**config.mk**
```make
export PLATFORM = sky130hd
export DESIGN_NAME = greater_than_serial
export DESIGN_NICKNAME = d
export VERILOG_FILES = /design/src/rtl/greater_than_serial.sv
export SDC_FILE = /design/constraint.sdc
export NUM_CORES = 1
export LEC_CHECK = 0
export CAP_MARGIN = 5
export CORE_MARGIN = 2
export CORE_UTILIZATION = 50
export DETAILED_ROUTE_END_ITERATION = 10
export PLACE_DENSITY_LB_ADDON = 0.3
export SETUP_SLACK_MARGIN = 0.02
export SYNTH_ARGS = -nofsm -noshare
export SYNTH_HDL_FRONTEND = slang
export SYNTH_SLANG_ARGS = --single-unit
```
**constraint.sdc**
```tcl
create_clock -name clk -period 3.65 [get_ports clk]
set_input_delay 0.9125 -clock clk [delete_from_list [all_inputs] [get_ports clk]]
set_output_delay 0.9125 -clock clk [all_outputs]
set_load 0.005 [all_outputs]
```
**src/rtl/greater_than_serial.sv**
```systemverilog
// Serial magnitude comparator: scans operands MSB-first, B bits per cycle, stopping at the first differing digit.
// Define GREATER_THAN_SIGNED_EN to compare two's-complement operands instead of unsigned ones.
module greater_than_serial #(
    parameter int W = 8,
    parameter int B = 2
) (
    input  logic         clk,
    input  logic         reset,
    input  logic         start,
    input  logic [W-1:0] a,
    input  logic [W-1:0] b,
    output logic         ready,
    output logic         done,
    output logic         gt,
    output logic         eq,
    output logic         lt
);

    localparam int N  = W / B;
    localparam int CW = (N > 1) ? $clog2(N) : 1;

    generate
        if ((B < 1) || (B > W) || ((W % B) != 0)) begin : g_bad_params
            $error("greater_than_serial: B must divide W and satisfy 1 <= B <= W");
        end
    endgenerate

    typedef enum logic [1:0] {
        S_IDLE,
        S_CMP,
        S_DONE
    } state_t;

    state_t         r_state;
    state_t         w_state_next;
    logic [W-1:0]   r_a;
    logic [W-1:0]   r_b;
    logic [CW-1:0]  r_cnt;
    logic           r_gt;
    logic           r_eq;
    logic           r_lt;

    logic [W-1:0]   w_a_in;
    logic [W-1:0]   w_b_in;
    logic [B-1:0]   w_dig_a;
    logic [B-1:0]   w_dig_b;
    logic           w_last;
    logic           w_differ;

`ifdef GREATER_THAN_SIGNED_EN
    // Flipping the sign bit maps two's-complement order onto unsigned order.
    localparam logic [W-1:0] SIGN_MASK = W'(1) << (W - 1);
    assign w_a_in = a ^ SIGN_MASK;
    assign w_b_in = b ^ SIGN_MASK;
`else
    assign w_a_in = a;
    assign w_b_in = b;
`endif

    assign w_dig_a  = r_a[W-1 -: B];
    assign w_dig_b  = r_b[W-1 -: B];
    assign w_differ = (w_dig_a != w_dig_b);
    assign w_last   = (r_cnt == CW'(N - 1));

    // NOTE: sequential state uses non-blocking assignments so every register sees pre-edge values.
    always_ff @(posedge clk) begin
        if (reset) begin
            r_state <= S_IDLE;
        end else begin
            r_state <= w_state_next;
        end
    end

    // NOTE: default assigned first so no path leaves w_state_next unassigned (no latch).
    always_comb begin
        w_state_next = r_state;
        unique case (r_state)
            S_IDLE:  if (start) w_state_next = S_CMP;
            S_CMP:   if (w_differ || w_last) w_state_next = S_DONE;
            S_DONE:  w_state_next = S_IDLE;
            default: w_state_next = S_IDLE;
        endcase
    end

    always_ff @(posedge clk) begin
        if (reset) begin
            r_a   <= '0;
            r_b   <= '0;
            r_cnt <= '0;
            r_gt  <= 1'b0;
            r_eq  <= 1'b1;
            r_lt  <= 1'b0;
        end else begin
            unique case (r_state)
                S_IDLE: begin
                    if (start) begin
                        r_a   <= w_a_in;
                        r_b   <= w_b_in;
                        r_cnt <= '0;
                    end
                end
                S_CMP: begin
                    // Flags only move on completion, so they hold the previous result while scanning.
                    if (w_dig_a > w_dig_b) begin
                        r_gt <= 1'b1;
                        r_eq <= 1'b0;
                        r_lt <= 1'b0;
                    end else if (w_dig_a < w_dig_b) begin
                        r_gt <= 1'b0;
                        r_eq <= 1'b0;
                        r_lt <= 1'b1;
                    end else if (w_last) begin
                        r_gt <= 1'b0;
                        r_eq <= 1'b1;
                        r_lt <= 1'b0;
                    end else begin
                        r_a   <= r_a << B;
                        r_b   <= r_b << B;
                        r_cnt <= r_cnt + CW'(1);
                    end
                end
                default: begin
                end
            endcase
        end
    end

    assign ready = (r_state == S_IDLE);
    assign done  = (r_state == S_DONE);
    assign gt    = r_gt;
    assign eq    = r_eq;
    assign lt    = r_lt;

endmodule

```
* Word level (Yosys, flattened, before mapping) *
Index checks and enable logic that the tools add are counted.

word-level totals
  input port bits = 19
  logic and storage cells = 52
  output and inout port bits = 5
  flip-flop bits (word level) = 23

operators by class
  eq/ne operators = 9
  $add $sub $neg = 1
  $lt $le $gt $ge = 2
  reduce and logical (&&, ||, !) cells = 7
  multiplexer cells = 26

operator list
  operator             number
  $mux 8               8
  $pmux 8 s2           2
  $mux 2               6
  $ne 2x2->1 const B   5
  $mux 1               8
  $pmux 2 s2           2
  $reduce_and 5->1     1
  $eq 2x2->1 const B   2
  $reduce_and 2->1     2
  $reduce_bool 3->1    1
  $add 2x1->2 const B  1
  $eq 2x1->1 const B   1
  $gt 2x2->1           1
  $logic_not 2->1      1
  $lt 2x2->1           1
  $ne 2x2->1           1
  $reduce_bool 2->1    1
  $logic_or 1x1->1     1

* Logic depth before layout (Yosys ltp) *
Gate-level depths: netlist of the first run.

  depth after elaboration = 5
  mapped depth = 7
  gate-level depth less buffers = 6

* Least setup slack after synthesis of the first run *
No wires, ideal clock.

  path kind = in2reg
  start = input start
  end = register r_b[6]
  arrival = 1.818 ns
  cell stages on the path = 5
  library setup time = 0.080 ns
  setup slack = 1.752 ns
  path buffers = 1
  data required time = 3.570 ns
  cells stage by stage = or3b_1 o31ai_4 buf_6 nor2_1 a211oi_2

on the way
  cells in the longest elaborated chain, start to end = 2

RTL lines
  item                               line  RTL
  start, declared                    9     input logic start,
  $ne 2x2->1 (no source line)        --
  $reduce_and 5->1 (no source line)  --
  end signal, assigned               98    r_b <= w_b_in;
  end signal, assigned               118   r_b <= r_b << B;
  end, declared                      37    logic [W-1:0] r_b;

Every way passes these cells.
A chain may end at the register's enable or synchronous reset.

* Final worst setup path of the first run *
  start = register r_b[7]
  end = register r_a[6]

on the way
  cells in the longest elaborated chain, start to end = 3
  elaborated cells between the ends (all ways) = 5
  those cells by class = order compare: 2; eq/ne: 2; reduce/logical: 1

RTL lines
  item                                      line      RTL
  $lt 2x2->1 or $gt 2x2->1 (tied branches)  108, 104
  $ne 2x2->1 (no source line)               --
  $reduce_and 5->1 (no source line) *       --
  end signal, assigned                      97        r_a <= w_a_in;
  end signal, assigned                      117       r_a <= r_a << B;
  end, declared                             36        logic [W-1:0] r_a;

Every way passes the cells marked *; elsewhere a longest branch is shown, timed or not.

==> impl_metrics.yaml, run 1 <==
route:
  drt_iter0_markers: 12
  viasPerCell: 5.31
  drt_wl_total_um: 2070
  top_layer: "met4"
  wl_met2_um: 982
  num_vias: 897
  drcViolationCount: 0
  dr_wl_met3_um: 70
  dr.pass1.iters: 4
  routedWlPerCell_um: 12.3
  wl_met1_um: 1000
  ant_nets: 0
die:
  die_w_um: 51.1
  placementRows: 17
  io_pins: 24
  fp.coreArea_um2: 2150
  initial_core_util_pct: 51.7
  dieArea_um2: 2610
  die_height_um: 51.1
clocking:
  cts_htree_levels: 1
  clock_latency_ns: 0.31
  post_cts_resize_count: 0
  cts_made_buffers: 3
  clock_sinks: 23
  cts.clk_slew.worst_paths_ns: 0.14
  clockRootBuffer: "clkbuf_4"
  post_cts.repair.setup_buffers: 0
  cts_buffer_depth: 2
  cts_hold_buf: 0
  cts_tree: "done"
cells_and_area:
  areaGrowthSynthToFinish_pct: 24.2
  regArea_um2: 460
  final_util_pct: 64.2
  nNetsFinal: 164
  drive_above_1_share_pct: 9.22
  n_antenna_cell: 0
  multi_input_area_um2: 599
  layout_common_cells: "23 x dfxtp_1, 23 x clkdlybuf4s50_1, 13 x nor2_1"
  nFillCells: 192
logic_synthesis:
  synth_top_cell_by_area: "dfxtp_1"
  syn_area_um2: 1110
  ys.warnings.count: 0
  syn_area_per_cell_um2: 9.41
  seq_area_frac_synth_pct: 41.5
  synth_area_leaders: "dfxtp_1 41%, mux2i_1 9.0%, a211oi_2 5.6%"
  syn_nets: 140
  synthCells: 118
  synth_top_area_share_pct: 41.5
  synth.distinct_cells: 30
  yosys_register_bits: 23
grt:
  grt_antenna_before_repair: 0
  gr-total-overflow: 0
  grt_pass1_wl_um: 3510
  grt_pass1_vias: 809
  grt_util_all_layers_pct: 17.6
  grt_start_max_net_pins: 28
job:
  maxCapViolCount: 0
setup_path:
  worstPathRequired_ns: 3.84
  crit_path_end_kind: "flip-flop"
  cp.arrival_ns: 2.44
  critPathLaunchType: "flip-flop"
  worst-path-max-fanout: 27
  path_class: "flip-flop to flip-flop"
pwr:
  ir_drop_mv: 0.342
  p_leak_uw: 0.000600
  power.density_nw_per_um2: 490
sta:
  worst_slew_pin_slew_ns: 1.05
  clock-skew-final_ns: 0.00927
  hold_viol_final: 0
  fmax_mhz: 444
  min_period_ns: 2.25
  setup_violations: 0
  post-route-period-util_pct: 61.7
  slew_headroom_pct: 30.3
  drv_slew: 0
  setup-tns-final_ns: 0
  rsz0062_at_grt: "no"
placed_design:
  port_buffers: 23
  gp_congestion: 0.796
  post-dp-hpwl_um: 1520
run_status:
  run_status: "complete, no violations"
min_path:
  hp-class: "flip-flop to flip-flop"
-- report_power, final --
| part | total, uW | switching (uW) | internal [uW] |
|---|---|---|---|
| clock | 119 | 78.4 | 40.9 |
| sequential | 315 | 22.0 | 293 |
| combinational | 242 | 126 | 116 |
| total | 676 | 227 | 449 |
-- Yosys cell counts --
library cell,n
clkbuf_1,1
o31ai_4,1
or3_1,1
o31a_1,1
nand2_1,12
and3b_1,1
nand3_1,5
a21oi_1,5
o21bai_1,1
nor2b_1,5
nand3b_1,5
inv_1,3
nor3_1,1
nand2b_1,1
a211oi_1,7
buf_2,1
a211oi_2,5
dfxtp_1,23
a21o_1,1
nand3b_4,1
mux2i_1,10
buf_6,1
a31oi_1,1
nor2_1,13
buf_1,1
o21ai_0,3
ha_1,3
buf_4,2
and3_1,2
or3b_1,1
-- state kept, by name, indices dropped and copies added, names as in the netlist --
signal,cells
r_state,2
eq,1
r_cnt,2
lt,1
r_b,8
gt,1
r_a,8
-- layout make-up --
type | count | share of cell area [%]
well taps | 28 | 2.54
flip-flops and latches | 23 | 33.4
inverters | 3 | 0.817
clock buffers | 3 | 1.63
clock inverters | 1 | 0.363
multi-input cells | 86 | 43.5
repair buffers | 25 | 17.8
-- critical path: stages (launching register included) --
cell      delay [ns]
dfxtp_1         0.33
inv_1           0.06
ha_1            0.38
nand3b_4        0.11
o31ai_4         0.90
and3_1          0.29
a211oi_1        0.05
-- logic make-up after synthesis --
kind of cell | synth area share [%]
and+or+nand+nor | 23.0
AOI/OAI and AO/OA | 18.6
DFF | 41.5
muxes | 9.02
buffers and inverters | 4.51
adders and majority gates | 3.38
-- routing by layer --
metal	track usage (%)	vias up
li1	-	470
met1	24.8	411
met2	26.4	14
met3	3.51	2
met4	6.76	0
met5	0	-
-- final timing paths --
path | from | end | slack [ns] | cells past startpoint
setup / recovery | r_b[7] | r_a[6] | 1.40 | 6
hold / removal | r_a[1] | r_a[1] | 0.48 | 2
setup reg to reg | r_b[7] | r_a[6] | 1.40 | 6
hold reg to reg | r_a[1] | r_a[1] | 0.48 | 2
-- per-stage QoR --
stage | std cells | cell area [um^2] | setup WS, ns | hold slack [ns] | total power, uW
2_1_floorplan | 118 | 1110 | 1.75 | 0.438 | 498
3_3_place_gp | 165 | 1350 | 1.14 | 0.449 | 556
3_5_place_dp | 165 | 1350 | 1.09 | 0.463 | 564
4_1_cts | 169 | 1380 | 1.39 | 0.484 | 681
5_1_grt | 169 | 1380 | 1.19 | 0.507 | 721
6_report | 169 | 1380 | 1.40 | 0.482 | 676
(Power assumes the default switching activity.)
==> inputs of run 2 (changes only) <==
--- a/config.mk
+++ b/config.mk
@@ -7,7 +7,7 @@
 export LEC_CHECK = 0
 export CAP_MARGIN = 5
 export CORE_MARGIN = 2
-export CORE_UTILIZATION = 50
+export CORE_UTILIZATION = 49
 export DETAILED_ROUTE_END_ITERATION = 10
 export PLACE_DENSITY_LB_ADDON = 0.3
 export SETUP_SLACK_MARGIN = 0.02
==> constraint.sdc (replaced) <==
create_clock -name clk -period 2.1 [get_ports clk]
set_input_delay 0.525 -clock clk [delete_from_list [all_inputs] [get_ports clk]]
set_output_delay 0.525 -clock clk [all_outputs]
set_load 0.005 [all_outputs]
==> impl_metrics.yaml, run 2 (synthesis results as in run 1) <==
job:
  maxCapViolCount: 0
sta:
  setup_slack_ns: 0.239
  slew_headroom_pct: 55.0
  drv_slew: 0
  setup_violations: 0
  clock-skew-final_ns: 0.00115
  fmax_mhz: 537
  post-route-period-util_pct: 88.6
  rsz0062_at_grt: "no"
  min_period_ns: 1.86
  worst_slew_pin_slew_ns: 0.676
  hold_viol_final: 0
  holdWs_ns: 0.476
clocking:
  cts_buffer_depth: 2
  cts_tree: "done"
  cts.clk_slew.worst_paths_ns: 0.12
  clockRootBuffer: "clkbuf_4"
  cts_made_buffers: 3
  post_cts_resize_count: 1
  cts_htree_levels: 1
  cts_hold_buf: 0
  clock_sinks: 23
  clock_latency_ns: 0.31
  post_cts.repair.setup_buffers: 0
grt:
  grt_antenna_before_repair: 0
  grt_pass1_wl_um: 3860
  grt_pass1_vias: 849
  gr-total-overflow: 0
  grt_start_max_net_pins: 26
  grt_util_all_layers_pct: 19.4
placed_design:
  gp_congestion: 0.790
  placed_area_um2: 1370
  post-dp-hpwl_um: 1470
  dp_slack_ns: -0.106
  port_buffers: 23
setup_path:
  path_class: "flip-flop to output port"
  reg2reg_to: "r_b[5]"
  critPathCapture: "done"
  critPathSlowestCell: "clkdlybuf4s50_1"
  worst-path-max-fanout: 5
  worst-r2r-setup-slack_ns: 0.28
  rr_worst_depth: 6
  critical_path_depth: 2
  cp-startpoint: "r_state[1]"
  worstPathRequired_ns: 1.57
  cp_cell_sequence: "nor2b_1, clkdlybuf4s50_1"
  cp.buffers_inverters: 1
  cp.arrival_ns: 1.34
  crit_path_end_kind: "output port"
  critPathLaunchType: "flip-flop"
  critPathTopFamily: "buffers and inverters"
  reg2reg_from: "r_a[6]"
  slowest_delay_ns: 0.50
route:
  num_vias: 936
  drcViolationCount: 0
  routedWlPerCell_um: 13.4
  drt_wl_total_um: 2290
  drt_iter0_markers: 14
  dr.pass1.iters: 4
  ant_nets: 0
  viasPerCell: 5.47
cells_and_area:
  nNetsFinal: 166
  nFillCells: 199
  n_antenna_cell: 0
  drive_above_1_share_pct: 9.79
  areaGrowthSynthToFinish_pct: 27.8
  fin_area_um2: 1420
  largestRegisters: "r_a (8), r_b (8)"
  layout_common_cells: "23 x dfxtp_1, 23 x clkdlybuf4s50_1, 13 x nor2_1"
die:
  io_pins: 24
  dieArea_um2: 2660
  placementRows: 17
  fp.coreArea_um2: 2170
  die_height_um: 51.6
  die_w_um: 51.6
  initial_core_util_pct: 51.2
pwr:
  switching_share_pct: 34.3
  p_leak_uw: 0.000611
  p_comb_share_pct: 38.1
  clkPwrFrac_pct: 16.9
  ir_drop_mv: 0.499
  intPower_uw: 800
  p_seq_share_pct: 45.0
  p_total_uw: 1220
  power.density_nw_per_um2: 858
  p_sw_uw: 418
min_path:
  hp-class: "flip-flop to flip-flop"
run_status:
  run_status: "complete, no violations"
run 2: cell count changes in the layout (fill, tap and decap cells not counted):
cell      before  now
clkinv_2       1    0
o31ai_4        1    2
clkbuf_1       0    1
buf_12         0    1
run 2: power groups by stage:
stage,clock (uW),combinational (uW),sequential (uW)
floorplan,0,317,549
global placement,0,426,554
detailed placement,0,437,557
CTS,209,465,547
global route,235,503,556
finish,206,464,548
run 2: how the worst min path moves through the flow:
stage	startpoint	to	slack (ns)	depth (start not counted)
floorplan	r_b[7]	r_b[7]	0.44	2
detailed placement	gt	gt	0.46	2
global placement	gt	gt	0.45	2
CTS	gt	gt	0.48	2
finish	r_a[6]	r_a[6]	0.48	2
global route	r_a[6]	r_a[6]	0.50	2
run 2: layout make-up:
| class | count | area, um^2 | share of cell area, % |
|---|---|---|---|
| tap | 28 | 35.0 | 2.47 |
| sequential | 23 | 460 | 32.5 |
| multi-input combinational | 87 | 621 | 43.7 |
| inverter | 3 | 11.3 | 0.794 |
| timing repair buffer | 26 | 265 | 18.7 |
| clock buffer | 4 | 26.3 | 1.85 |
run 2: worst min-delay path, cell delays in order (launching register included):
cell	delay, ns
dfxtp_1	0.32
inv_1	0.06
a211oi_1	0.06
run 2: per-layer routing:
| layer | share of wire, % | vias to the layer above | global-route usage [%] |
|---|---|---|---|
| met1 | 47 | 437 | 26.3 |
| met4 | 1.3 | 0 | 6.58 |
| met5 | 0 | - | 0 |
| met3 | 3.6 | 3 | 3.45 |
| li1 | - | 473 | - |
| met2 | 48 | 23 | 31.2 |
run 2: through the flow:
step / utilization, % / cells / setup TNS, ns
floorplan: - / 118 / 0
global placement: 63.2 / 166 / -0.0680
detailed placement: 63.2 / 166 / -0.669
CTS: 65.4 / 171 / 0
global route: 65.4 / 171 / 0
finish: 65.4 / 171 / 0
==> RTL change 1, RTL diff (flow settings as in run 2) <==
Add a define of `GREATER_THAN_SIGNED_EN`.
--- a/src/rtl/greater_than_serial.sv
+++ b/src/rtl/greater_than_serial.sv
@@ -1,4 +1,6 @@
 // Serial magnitude comparator: scans operands MSB-first, B bits per cycle, stopping at the first differing digit.
 // Define GREATER_THAN_SIGNED_EN to compare two's-complement operands instead of unsigned ones.
+`define GREATER_THAN_SIGNED_EN
+
 module greater_than_serial #(
     parameter int W = 8,
Function: changed (Yosys sat finds a counterexample within 4 cycles, from zero or initial values and one cycle with reset high).
==> RTL change 1 against run 2 <==
- final area shrank 2.4%
- highest routed layer unchanged
- sequential cell count is the same
- hold slack lost 0.013 ns
- clock skew grew 0.00084 ns
- area after synthesis shrank 0.68%
- setup slack lost 0.084 ns
- largest cell class unchanged
- register-to-register slack gained 0.07 ns
- critical path type unchanged
- wire length shrank 1.7%
- power shrank 4.7%
==> RTL change 1: results (changes against run 2) <==
The flow ran to the end, and the final reports show no timing, DRC or antenna violations. The met3 wirelength from detailed routing came out at 71 um (-14%). The routed length per instance is 12.55 um (-6.1%). The data arrival time of the critical path was 1.42 ns (+0.08 ns). The final-stage net count came out at 174 (+4.8%). The number of nets produced by synthesis came to 149 (+6.4%). The routability congestion estimate came to 0.7445 (-5.7%). The combinational gate power is 0.411 mW (-11%). The worst slew margin relative to its limit is 0.7803 (+0.2307). The met2 usage in global routing came out at 0.3098 (-0.002137). The largest net degree at the start of global routing is 24 (-7.7%).

The overall global routing resource usage is 0.1892 (-0.005204). The highest attainable clock frequency is 0.5142 GHz (-4.3%). In this run the most critical hold path is launched from r_b[0].

The cell total after placement came out at 175 (+5.4%). The setup skew after layout is 0.001995 ns (+0.0008402 ns). The synthesized-area fraction occupied by ao, oa, aoi and oai cells is 0.2565 (+0.07051).

The final worst hold slack is 0.4637 ns (-0.01251 ns). The layout cell share with drive strength beyond 1 came out at 0.1325 (+0.03455). The number of global-route vias before repair came out at 886 (+4.4%).

The post-placement setup slack is 0.1726 ns (+0.2782 ns). The design internal power came out at 0.7664 mW (-4.2%). The part of the power in registers came out at 0.470 (+0.020). The met1 track utilization from global routing is 0.2318 (-0.03131).

The post-synthesis average cell area is 8.680 um^2 (-7.7%). For hold timing, the worst endpoint is r_b[0]. The number of gates given a new drive strength after cts is 0 (-1). The routed length on met1 came out at 1044 um (-2.0%).
## RTL change 1: changes by cell type after synthesis, moves of 4 or more
cell	run 2	this run
sky130_fd_sc_hd__mux2i_1	10	0
sky130_fd_sc_hd__a211oi_2	5	0
sky130_fd_sc_hd__nor2b_1	5	1
sky130_fd_sc_hd__nand3b_1	5	0
sky130_fd_sc_hd__a311oi_2	0	7
sky130_fd_sc_hd__a211oi_1	7	0
sky130_fd_sc_hd__nand2_1	12	31
sky130_fd_sc_hd__a21oi_1	5	10
## RTL change 1: area by class of cell
cell class              instances  area (um^2)  area share
multi-input cells              92        580.6      0.4192
clock buffers                   4        26.28     0.01897
repair buffers                 28        267.8      0.1933
inverters                       4        15.01     0.01084
flip-flops and latches         23        460.4      0.3324
well taps                      28        35.03     0.02529
## RTL change 1: critical path, cell delays in order (launching register included)
cell                              delay (ns)
sky130_fd_sc_hd__dfxtp_1                0.45
sky130_fd_sc_hd__nor2b_1                0.16
sky130_fd_sc_hd__clkdlybuf4s50_1        0.50
==> RTL change 2, RTL diff (flow settings as in run 2) <==
Made on the original files. Encoding of `state_t`: now one-hot (3 bits for 3 states).
--- a/src/rtl/greater_than_serial.sv
+++ b/src/rtl/greater_than_serial.sv
@@ -26,8 +26,8 @@
     endgenerate
 
-    typedef enum logic [1:0] {
-        S_IDLE,
-        S_CMP,
-        S_DONE
+    typedef enum logic [2:0] {
+        S_IDLE = 3'b001,
+        S_CMP  = 3'b010,
+        S_DONE = 3'b100
     } state_t;
 
Function: no difference found for any inputs over 10 cycles, from zero or initial values and one cycle with reset high; not proved beyond that.
==> RTL change 2 against run 2 <==
- sequential cell count rose by 1
- fmax fell by 6.2%
- area after synthesis rose by 14%
- final area rose by 11%
- setup slack got worse by 0.12 ns
- wire length barely moved
- hold slack improved by 0.014 ns
- non-clock buffer count rose by 2
Power is not compared: it rests on default switching activity, and its combinational part moved more than twofold at a synthesized area within 25%.
==> RTL change 2: results (changes against run 2) <==
The run finished with clean final reports. The via count was 1026 (+9.6%). The number of cells traversed by the worst register-to-register path is 6 (unchanged). The number of distinct library cells after synthesis was 28 (-6.7%). The overall global routing resource usage came out at 0.1656 (-0.02876). The share of synthesized registers carrying an async set or reset is 0 (unchanged). The half-perimeter wire length after detailed placement is 1587 um (+7.8%). In this run the worst hold path is classified as reg2reg. The number of buffers added for setup after CTS was 0 (unchanged).

The insertion delay of the later-clocked pin in the worst-skew pair is roughly 0.32 ns. The data arrival time of the critical path was 1.46 ns (+0.12 ns). The final cell count without fillers came out at 198 (+16%).

The worst slew margin relative to its limit is 0.6262 (+0.07661). The maximum net fanout on the critical path is 6 (+1). The portion of the post-synthesis area used by sequential elements is 0.3783 (-0.03656). The critical path's largest stage delay is 0.53 ns (+0.03 ns). By count the netlist is led by 31 x sky130_fd_sc_hd__nand2_1, 24 x sky130_fd_sc_hd__dfxtp_1, 18 x sky130_fd_sc_hd__a21oi_1.

By area the synthesized netlist is led by sky130_fd_sc_hd__dfxtp_1 38%, sky130_fd_sc_hd__nand2_1 9.2%, sky130_fd_sc_hd__a21oi_1 7.1%. The post-placement setup slack came out at -0.03587 ns (+0.06979 ns). The setup skew after layout came to 0.001370 ns (+0.0002148 ns). The post-synthesis average cell area is 8.819 um^2 (-6.2%).

The routability congestion estimate came out at 0.7085 (-10%). The number of nets produced by synthesis came out at 166 (+19%). The post-place instance area is 1535 um^2 (+12%). The cell total after placement was 194 (+17%).

The number of global-route vias before repair is 857 (+0.94%). The wire length of the first global-routing pass is 3560 um (-7.9%). The maximum buffer depth of the clock tree is 2 (unchanged). The routed length per instance came out at 11.54 um (-14%). The number of synthesis warnings is 0 (unchanged). The largest registers in the layout are r_a x8, r_b x8, r_state x3. The hold path depth is 2 (unchanged). The layout cell share with drive strength beyond 1 is 0.1726 (+0.07472).

The peak supply drop is 0.6036 mV. The number of violations reported at the end of detailed-routing iteration 0 was 13 (-1). The largest net degree at the start of global routing came out at 40 (+54%). The cell family contributing the most delay on the critical path is buffers and inverters.
==> RTL change 2: cell types whose count changed in the layout (fill, tap and decap cells not counted), moves of 6 or more <==
cell	change
sky130_fd_sc_hd__nand2_1	+19
sky130_fd_sc_hd__a21oi_1	+13
sky130_fd_sc_hd__mux2_2	+8
sky130_fd_sc_hd__nor2_1	-8
sky130_fd_sc_hd__a211oi_1	-7
sky130_fd_sc_hd__nand2b_1	+6
sky130_fd_sc_hd__nor2b_1	+6
==> RTL change 2: repair_timing <==
action	in CTS	in global routing
hold endpoints to repair	0	0
gates resized for setup	2	1
cloned	0	0
endpoints found under the setup margin	1	1
pin swaps	0	0
==> RTL change 2: path summary, 6_finish.rpt <==
kind,start,end,slack [ns]
worst max-delay path,r_state[0],ready,0.12
worst min-delay path,r_a[1],r_a[1],0.49
worst max register to register,r_a[6],r_cnt[0],0.37
worst min register to register,r_a[1],r_a[1],0.49
==> RTL change 2: cell type report <==
| cell class | instances | area [um^2] |
|---|---|---|
| clock buffer | 4 | 36.28 |
| fill | 212 | 898.4 |
| inverter | 3 | 11.26 |
| multi-input combinational | 109 | 730.7 |
| sequential | 24 | 483.0 |
| tap | 30 | 37.54 |
| timing repair buffer | 28 | 280.3 |
==> RTL change 2: per-layer routing <==
metal / vias to the layer above / GRT usage / routed length, um
li1: 532 / - / -
met2: 25 / 0.2718 / 1122
met3: 5 / 0.05645 / 112
met4: 0 / 0.04878 / 28
met5: - / 0 / 0
met1: 464 / 0.2053 / 1022
==> RTL change 2: cell families after synthesis <==
family,synth area share
muxes,0.1695
DFF,0.3783
and+or+nand+nor,0.2798
AOI/OAI and AO/OA,0.09262
buffers and inverters,0.05025
adders and majority gates,0.02956
==> RTL change 2: power by group <==
part / internal, mW / switching (mW) / leakage [nW] / total [mW]
Clock: 0.106 / 0.141 / 0.0210 / 0.247
Combinational: 0.117 / 0.0873 / 0.442 / 0.205
Sequential: 0.487 / 0.0168 / 0.197 / 0.504
==> RTL change 2: worst min-delay path, cell delays in order (launching register included) <==
cell and delay [ns]:
sky130_fd_sc_hd__dfxtp_1 0.34, sky130_fd_sc_hd__nand2b_1 0.06, sky130_fd_sc_hd__mux2i_1 0.06
